## src/rtl/if_fetch_unit_if.sv

```systemverilog
// Instruction-memory request/response bundle between the fetch unit and imem.
interface if_fetch_unit_if #(
  parameter int ADDR_W = 32
) ();
  logic              imem_req;
  logic [ADDR_W-1:0] imem_addr;
  logic              imem_ack;
  logic [31:0]       imem_rdata;

  // Fetch unit issues requests and consumes responses.
  modport master (
    output imem_req,
    output imem_addr,
    input  imem_ack,
    input  imem_rdata
  );

  // Instruction memory accepts requests and returns data.
  modport slave (
    input  imem_req,
    input  imem_addr,
    output imem_ack,
    output imem_rdata
  );
endinterface

```

## src/rtl/if_fetch_unit.sv

```systemverilog
// Instruction-fetch front end: runs the PC, handshakes with imem and feeds IF/ID.
// A one-entry skid buffer absorbs a response that lands while IF/ID is frozen.
// A branch that arrives while a request is outstanding sets kill, so the stale
// response is dropped without withdrawing the request.
module if_fetch_unit #(
  parameter int                ADDR_W   = 32,
  parameter logic [ADDR_W-1:0] RESET_PC = '0
) (
  input  logic              clk,
  input  logic              rst,
  input  logic              i_freeze,
  input  logic              i_branch_taken,
  input  logic [ADDR_W-1:0] i_branch_target,
  if_fetch_unit_if.master   imem,
  output logic [ADDR_W-1:0] o_pc_out,
  output logic [31:0]       o_instruction_out,
  output logic              o_fetch_valid,
  output logic              o_fetch_stall
);

  typedef enum logic [1:0] {
    IDLE  = 2'd0,
    FETCH = 2'd1,
    HOLD  = 2'd2
  } state_t;

  localparam logic [ADDR_W-1:0] PC_STEP = ADDR_W'(4);

  state_t            r_state,     w_state_n;
  logic [ADDR_W-1:0] r_pc,        w_pc_n;
  logic              r_req,       w_req_n;
  logic [ADDR_W-1:0] r_addr,      w_addr_n;
  logic [ADDR_W-1:0] r_out_pc,    w_out_pc_n;
  logic [31:0]       r_out_instr, w_out_instr_n;
  logic              r_valid,     w_valid_n;
  logic [ADDR_W-1:0] r_skid_pc,   w_skid_pc_n;
  logic [31:0]       r_skid_instr, w_skid_instr_n;
  logic              r_skid_vld,  w_skid_vld_n;
  logic              r_kill,      w_kill_n;

  logic              w_ack;
  logic              w_slot_free;
  logic [ADDR_W-1:0] w_next_addr;

  // A response only counts while a request is actually outstanding.
  assign w_ack       = r_req & imem.imem_ack;
  // IF/ID slot can take a new pair if empty or drained on this edge.
  assign w_slot_free = ~r_valid | ~i_freeze;
  // PC+4 wraps modulo 2^ADDR_W; low bits pass through untouched.
  assign w_next_addr = r_addr + PC_STEP;

  // State and datapath registers, all cleared by the async reset.
  always_ff @(posedge clk or posedge rst) begin
    if (rst) begin
      r_state      <= IDLE;
      r_pc         <= RESET_PC;
      r_req        <= 1'b0;
      r_addr       <= RESET_PC;
      r_out_pc     <= '0;
      r_out_instr  <= '0;
      r_valid      <= 1'b0;
      r_skid_pc    <= '0;
      r_skid_instr <= '0;
      r_skid_vld   <= 1'b0;
      r_kill       <= 1'b0;
    end else begin
      r_state      <= w_state_n;
      r_pc         <= w_pc_n;
      r_req        <= w_req_n;
      r_addr       <= w_addr_n;
      r_out_pc     <= w_out_pc_n;
      r_out_instr  <= w_out_instr_n;
      r_valid      <= w_valid_n;
      r_skid_pc    <= w_skid_pc_n;
      r_skid_instr <= w_skid_instr_n;
      r_skid_vld   <= w_skid_vld_n;
      r_kill       <= w_kill_n;
    end
  end

  // Next-state logic: branch redirect takes priority over freeze and ack.
  always_comb begin
    w_state_n      = r_state;
    w_pc_n         = r_pc;
    w_req_n        = r_req;
    w_addr_n       = r_addr;
    w_out_pc_n     = r_out_pc;
    w_out_instr_n  = r_out_instr;
    w_valid_n      = r_valid;
    w_skid_pc_n    = r_skid_pc;
    w_skid_instr_n = r_skid_instr;
    w_skid_vld_n   = r_skid_vld;
    w_kill_n       = r_kill;

    if (i_branch_taken) begin
      w_pc_n        = i_branch_target;
      w_valid_n     = 1'b0;
      w_out_pc_n    = '0;
      w_out_instr_n = '0;
      w_skid_vld_n  = 1'b0;
      if ((r_state == FETCH) && !w_ack) begin
        // Request cannot be withdrawn: keep it, drop its data later.
        w_kill_n = 1'b1;
      end else begin
        w_state_n = FETCH;
        w_req_n   = 1'b1;
        w_addr_n  = i_branch_target;
        w_kill_n  = 1'b0;
      end
    end else begin
      unique case (r_state)
        IDLE: begin
          w_state_n = FETCH;
          w_req_n   = 1'b1;
          w_addr_n  = r_pc;
        end
        FETCH: begin
          if (!i_freeze) begin
            w_valid_n     = 1'b0;
            w_out_pc_n    = '0;
            w_out_instr_n = '0;
          end
          if (w_ack) begin
            if (r_kill) begin
              w_kill_n = 1'b0;
              w_addr_n = r_pc;
            end else if (w_slot_free) begin
              w_out_pc_n    = w_next_addr;
              w_out_instr_n = imem.imem_rdata;
              w_valid_n     = 1'b1;
              w_pc_n        = w_next_addr;
              w_addr_n      = w_next_addr;
            end else begin
              w_skid_pc_n    = w_next_addr;
              w_skid_instr_n = imem.imem_rdata;
              w_skid_vld_n   = 1'b1;
              w_pc_n         = w_next_addr;
              w_req_n        = 1'b0;
              w_state_n      = HOLD;
            end
          end
        end
        HOLD: begin
          if (!i_freeze) begin
            w_out_pc_n    = r_skid_pc;
            w_out_instr_n = r_skid_instr;
            w_valid_n     = r_skid_vld;
            w_skid_vld_n  = 1'b0;
            w_state_n     = FETCH;
            w_req_n       = 1'b1;
            w_addr_n      = r_pc;
          end
        end
        default: begin
          w_state_n = IDLE;
          w_req_n   = 1'b0;
        end
      endcase
    end
  end

  assign imem.imem_req     = r_req;
  assign imem.imem_addr    = r_addr;
  assign o_pc_out          = r_out_pc;
  assign o_instruction_out = r_out_instr;
  assign o_fetch_valid     = r_valid;
  assign o_fetch_stall     = ~r_valid & ~r_kill & (r_state != IDLE);

endmodule

```

## src/flat_wrapper.sv

```systemverilog
// flat-port wrapper written by rule: the top's interface ports become plain ports
module if_fetch_unit_flat 
#(
  parameter int                ADDR_W   = 32,
  parameter logic [ADDR_W-1:0] RESET_PC = '0
)
  (clk, rst, i_freeze, i_branch_taken, i_branch_target, o_pc_out, o_instruction_out, o_fetch_valid, o_fetch_stall, imem_imem_req, imem_imem_addr, imem_imem_ack, imem_imem_rdata);
  if_fetch_unit_if #(.ADDR_W(ADDR_W)) imem_i ();
  input  logic clk;
  input  logic rst;
  input  logic i_freeze;
  input  logic i_branch_taken;
  input  logic [ADDR_W-1:0] i_branch_target;
  output logic [ADDR_W-1:0] o_pc_out;
  output logic [31:0] o_instruction_out;
  output logic o_fetch_valid;
  output logic o_fetch_stall;
  output wire logic [$bits(imem_i.imem_req)-1:0] imem_imem_req;
  output wire logic [$bits(imem_i.imem_addr)-1:0] imem_imem_addr;
  input wire logic [$bits(imem_i.imem_ack)-1:0] imem_imem_ack;
  input wire logic [$bits(imem_i.imem_rdata)-1:0] imem_imem_rdata;
  assign imem_imem_req = imem_i.imem_req;
  assign imem_imem_addr = imem_i.imem_addr;
  assign imem_i.imem_ack = imem_imem_ack;
  assign imem_i.imem_rdata = imem_imem_rdata;
  if_fetch_unit #(.ADDR_W(ADDR_W), .RESET_PC(RESET_PC)) u_core (.clk(clk), .rst(rst), .i_freeze(i_freeze), .i_branch_taken(i_branch_taken), .i_branch_target(i_branch_target), .imem(imem_i), .o_pc_out(o_pc_out), .o_instruction_out(o_instruction_out), .o_fetch_valid(o_fetch_valid), .o_fetch_stall(o_fetch_stall));
endmodule
```

## config.mk

```make
export PLATFORM = sky130hd
export DESIGN_NAME = if_fetch_unit_flat
export DESIGN_NICKNAME = d
export VERILOG_FILES = /design/src/rtl/if_fetch_unit_if.sv /design/src/rtl/if_fetch_unit.sv /design/src/flat_wrapper.sv
export SDC_FILE = /design/constraint.sdc
export NUM_CORES = 1
export LEC_CHECK = 0
export ABC_AREA = 1
export BUFFER_PORTS_ARGS = -buffer_cell sky130_fd_sc_hd__buf_2
export CORE_MARGIN = 1
export CORE_UTILIZATION = 49
export CTS_CLUSTER_SIZE = 12
export DETAILED_ROUTE_END_ITERATION = 7
export GPL_TIMING_DRIVEN = 0
export PLACE_DENSITY = 0.71
export RECOVER_POWER = 25
export SLEW_MARGIN = 20
export SYNTH_ARGS = -nofsm -noshare
export SYNTH_HDL_FRONTEND = slang
export SYNTH_SLANG_ARGS = --single-unit
```

## constraint.sdc

```tcl
create_clock -name clk -period 19.7 [get_ports clk]
set_input_delay 2.955 -clock clk [delete_from_list [all_inputs] [get_ports clk]]
set_output_delay 2.955 -clock clk [all_outputs]
set_load 0.005 [all_outputs]
```

# After elaboration in Yosys (flattened, before gate mapping)
# Cells that the tools add are included.
[totals]
ff_bits = 198
latchBits = 0
mem_bits_rw = 0
mem_bits_ro = 0
input_bits = 69
output_inout_bits = 99
word_cells = 101
mem_count = 0
[op_classes]
n_addsub = 1
multipliers = 0
n_div = 0
order_cmp = 0
n_eq_ne = 9
shifts = 0
mux = 56
bitwise_logic = 9
reduce_logical = 15
[op_table]
columns = ["op", "count"]
rows = [
  ["2-to-1 mux 32 bit", 22],
  ["one-hot mux 32 bit (2 select lines)", 2],
  ["one-hot mux 32 bit (3 select lines)", 1],
  ["adder 32 x 3 -> 32 bit, second input constant", 1],
  ["2-to-1 mux 1 bit", 21],
  ["AND reduction 5 bit", 4],
  ["2-to-1 mux 2 bit", 6],
  ["!= test 3 bit, second input constant", 3],
  ["one-hot mux 2 bit (3 select lines)", 1],
  ["nonzero test 2 bit", 3],
  ["inverter 1 bit", 5],
  ["!= test 2 bit, second input constant", 2],
  ["!= test 4 x 2 -> 1 bit, second input constant", 1],
  ["one-hot mux 1 bit (2 select lines)", 2],
  ["AND reduction 2 bit", 2],
  ["nonzero test 4 bit", 1],
  ["AND 1 bit", 3],
  ["!= test 3 x 2 -> 1 bit, second input constant", 1],
  ["one-hot mux 1 bit (3 select lines)", 1],
  ["AND reduction 3 bit", 1],
  ["nonzero test 3 bit", 1],
  ["equality test 2 x 1 -> 1 bit, second input constant", 1],
  ["equality test 2 bit, second input constant", 1],
  ["zero test 2 bit", 1],
  ["other kinds (3)", 3],
]

# Depth between registers and ports, before layout
[depth]
depth_word = 7
depth_mapped = 11
ltp_nobuf = 11

# Worst setup path before layout
# No wires, ideal clock.
[synth_timing]
path_kind = "input-to-reg"
startpoint = "input port imem_imem_ack"
endpoint = "register u_core.r_out_instr[6] (netlist: u_core.o_instruction_out[6])"
setup_ps = 124
arrival_time_ps = 3854
required_time_ps = 19576
setup_slack_ps = 15722
cell_stages = 9
path_buffers = 2
cell_sequence = "nand2_2 nor2_2 nand2_2 buf_2 buf_2 nand3_1 nand3_1 o211ai_1 nand2_1"
[synth_via]
elab_chain_cells = 4
[synth_lines]
columns = ["item", "line_no", "source"]
rows = [
  ["from (decl)", "flat_wrapper.sv:20", "input wire logic [$bits(imem_i.imem_ack)-1:0] imem_imem_ack;"],
  ["AND 1 bit", "if_fetch_unit.sv:46", "assign w_ack = r_req & imem.imem_ack;"],
  ["2-to-1 mux 32 bit", "if_fetch_unit.sv:123", "if (w_ack) begin"],
  ["one-hot mux 32 bit (2 select lines)", "if_fetch_unit.sv:111", "unique case (r_state)"],
  ["2-to-1 mux 32 bit", "if_fetch_unit.sv:95", "if (i_branch_taken) begin"],
  ["to (signal assigned)", "if_fetch_unit.sv:72", "r_out_instr <= w_out_instr_n;"],
  ["to (decl)", "if_fetch_unit.sv:34", "logic [31:0] r_out_instr, w_out_instr_n;"],
]
# No other way between the ends.
# A chain may end at the register's enable or synchronous reset.

==> summary.txt <==
Outcome
  • Status: complete, but fails checks
  • Failing checks: capacitance limit, slew limit

Clocking
  • H-Tree Depth: 4
  • Clock root buffer: clkbuf_16
  • Clk sinks: 198
  • Total CTS buffers: 17
  • CTS tree: built
  • Max clock buf depth: 2
  • Worst skew pair latency: 0.45 ns
  • Worst-path clk slew: 0.07 ns
  • CTS Hold Buffers Added: 0
  • PostCTS Resize Cnt: 0
  • Post-CTS Setup Inserts: 0

Synth
  • Synth unique cells: 41
  • Asr flop ratio synth: 1.00
  • Ranking of synthesized cells by area: dfrtp_1 47%, nand2_1 18%, nand3_1 6.4%
  • Top_reg_cell synth: dfrtp_1
  • Synth Cell Area: 0.0106 mm2
  • Seq/Total Area, Yosys: 0.468
  • Syn Nets: 1,503
  • Synth Instances: 1,429
  • Post-synth EDFFs: 0
  • Seq cells post-synth: 198
  • Synth top area share: 0.468
  • Cell taking the most area after synthesis: dfrtp_1
  • Synth warnings: 0
  • Avg Cell Area, Syn: 7.40 um2

Route
  • Avg WL per Cell: around 18 um
  • Met3 WL: 2890 um
  • Drt first-iter violations: about 970
  • DR top layer: met4
  • Vias/cell: 5.54
  • Via count: 10.5k
  • Met2 WL: 15,400 um
  • Final WL: ~34,000 um
  • M1 WL: 14,300 um
  • # DRC: 0
  • DR pass1 iterations: 7
  • Post-route ant nets: 0

Die
  • Starting density of the core: 0.502
  • I/O Pins: ~170
  • DIE HEIGHT: 149 um
  • Core Area: 0.0211 mm2
  • # rows: 53
  • Die width: 149 um
  • Die Footprint: 0.0222 mm2

Timing
  • Worst slew pin tran: 5.62 ns
  • Tightest hold margin: 0.474 ns
  • Fin. Hold Viols: 0
  • RSZ-0062 raised after global routing: false
  • Period minus WS final: around 10 ns
  • Final Setup Violations: 0
  • Fin Clk Skew: 0.00970 ns
  • Fmax: 0.0963 GHz
  • Relative slew slack: -2.75
  • Max Slew Vio Count: between 200 and 250
  • Final Cycle Share: 0.527
  • Total Neg Setup Slack: 0 ns

Worst setup path
  • Worst Path Class, Setup: primary input to asynchronous set/reset pin
  • Slowest-stage cell, CP: clkbuf_1
  • Crit path DAT: 9.58 ns
  • Crit end category: asynchronous set/reset pin
  • Critical Path RT: 18.90 ns
  • Worst-path cell chain: buf_2 -> clkinvlp_2 -> clkbuf_1
  • CP max stage delay: 4.06 ns
  • CP max FO: 103
  • Startpoint types: primary input
  • R2r setup slk: 17.42 ns

Power
  • PD cells: 158 mW/mm2
  • Power, Total: 1.96 mW
  • Max VDD drop: about 0.000073 V
  • Lkg Pwr: roughly 6.6 nW

Global routing
  • Total global routing track utilization: 0.319
  • Initial antenna violation count: 0
  • First-pass GRT wire length: ~54,000 um
  • Largest net degree at the start of global routing: approximately 100
  • Total congestion overflow: 0
  • Vias in the first global route: ~10k

Run
  • MaxCap Viol Count: 2

Layout
  • Ratio of cells with drive above 1 in the final layout: 0.165
  • Non-Filler Instances: 1,903
  • Post-layout net count: around 1.7k
  • Core Util, Final: 0.588
  • Ant diodes: 0
  • Syn-to-layout area delta: 17.2%

Placed design
  • IO buf count: roughly 170
  • DP Cell Count: 1,872
  • GPL Wtd Cong: 0.975
  • Hpwl dp: 24,200 um

Min path
  • Min-delay worst type: register to register
[power breakdown]
part / switching, mW / total, mW / internal [mW]
Combinational: 0.548 / 0.850 / 0.302
Sequential: 0.142 / 0.716 / 0.574
Clock: 0.164 / 0.389 / 0.224
[cell usage after synthesis, types with 3 or more instances]
cell type  instances
a22oi_1           12
buf_2             37
o211ai_1          33
buf_4              4
o22ai_1           14
a21boi_0           4
dfrtp_1          198
o21ai_1           18
o21bai_1           3
buf_1             10
nand2_1          504
xor2_1             8
inv_1            100
a31oi_1           22
a21oi_1           26
nand3_1          135
clkbuf_1          33
and2_1             4
ha_1               5
inv_2              5
nor2_4             4
o221ai_1           4
nor2_1           106
nor2_2             7
o21ai_0           96
a21boi_1          13
nand2_2            6
[path summary, 6_finish.rpt]
path | start | to | cells past startpoint
worst max-delay path | rst | u_core.r_skid_pc[30]$_DFFE_PP0P_ | 3
max in group clk | u_core.r_state[0]$_DFFE_PP0P_ | o_fetch_stall | 4
min in group asynchronous | rst | u_core.o_instruction_out[24]$_DFFE_PP0P_ | 2
worst min register to register | u_core.r_skid_instr[5]$_DFFE_PP0P_ | u_core.r_skid_instr[5]$_DFFE_PP0P_ | 2
worst max register to register | u_core.r_state[1]$_DFFE_PP0P_ | u_core.imem.imem_addr[17]$_DFFE_PP0P_ | 8
worst min-delay path | u_core.r_skid_instr[5]$_DFFE_PP0P_ | u_core.r_skid_instr[5]$_DFFE_PP0P_ | 2
[critical path, delay by kind of cell]
kind / cells / cell delay (ns)
buffers and inverters: 3 / 6.46
[sequential cells by signal, summed over array words and instances (netlist names)]
| signal | flops |
|---|---|
| u_core.imem.imem_addr | 32 |
| u_core.r_skid_pc | 32 |
| u_core.o_instruction_out | 32 |
| u_core.r_skid_vld | 1 |
| u_core.r_pc | 32 |
| u_core.r_kill | 1 |
| u_core.r_state | 2 |
| u_core.imem.imem_req | 1 |
| u_core.o_pc_out | 32 |
| u_core.r_skid_instr | 32 |
| u_core.o_fetch_valid | 1 |
[final cells by class]
cell class / count / area (um2)
plain buffers: 84 / 375
clock buffers: 17 / 425
clock inverters: 14 / 208
fillers: 1984 / 8690
inverters: 105 / 395
multi-input cells: 1042 / 4860
flip-flops and latches: 198 / 4950
well taps: 275 / 344
repair buffers: 168 / 840
[stage by stage]
stage	setup slack [ns]	cell area, um2
after floorplan	11.35	10600
after global placement	8.81	11800
after detailed placement	15.05	11800
after CTS	15.18	12400
after global routing	7.76	12400
final	9.32	12400
[placed cells by master (no fill, tap or decap), types with 6 or more instances in the layout]
master,Yosys,routed
nor2_1,106,106
a21boi_1,13,13
inv_1,100,99
a22oi_1,12,12
dfrtp_1,198,198
o211ai_1,33,33
a31oi_1,22,22
clkbuf_16,0,17
buf_2,37,203
o21ai_1,18,18
nand3_1,135,135
a21oi_1,26,26
o21ai_0,96,96
xor2_1,8,8
nand2_2,6,6
nand2_1,504,504
nor2_2,7,7
o22ai_1,14,14
buf_1,10,10
clkbuf_1,33,35
[cell families (layout without fill, tap and decap cells)]
family	count (synthesis)	in the layout	share of synthesized area
AOI/OAI and AO/OA	256	256	0.146
adders and majority gates	5	5	0.00591
buffers and inverters	189	388	0.0728
xor gates and xnor gates	9	9	0.00745
and+or+nand+nor	772	772	0.300
DFF	198	198	0.468
[per-layer routing]
layer	vias up	GRT usage
met4	0	0.154
li1	5025	-
met1	4961	0.435
met5	-	0
met3	80	0.0572
met2	479	0.492
(Power assumes the default switching activity.)
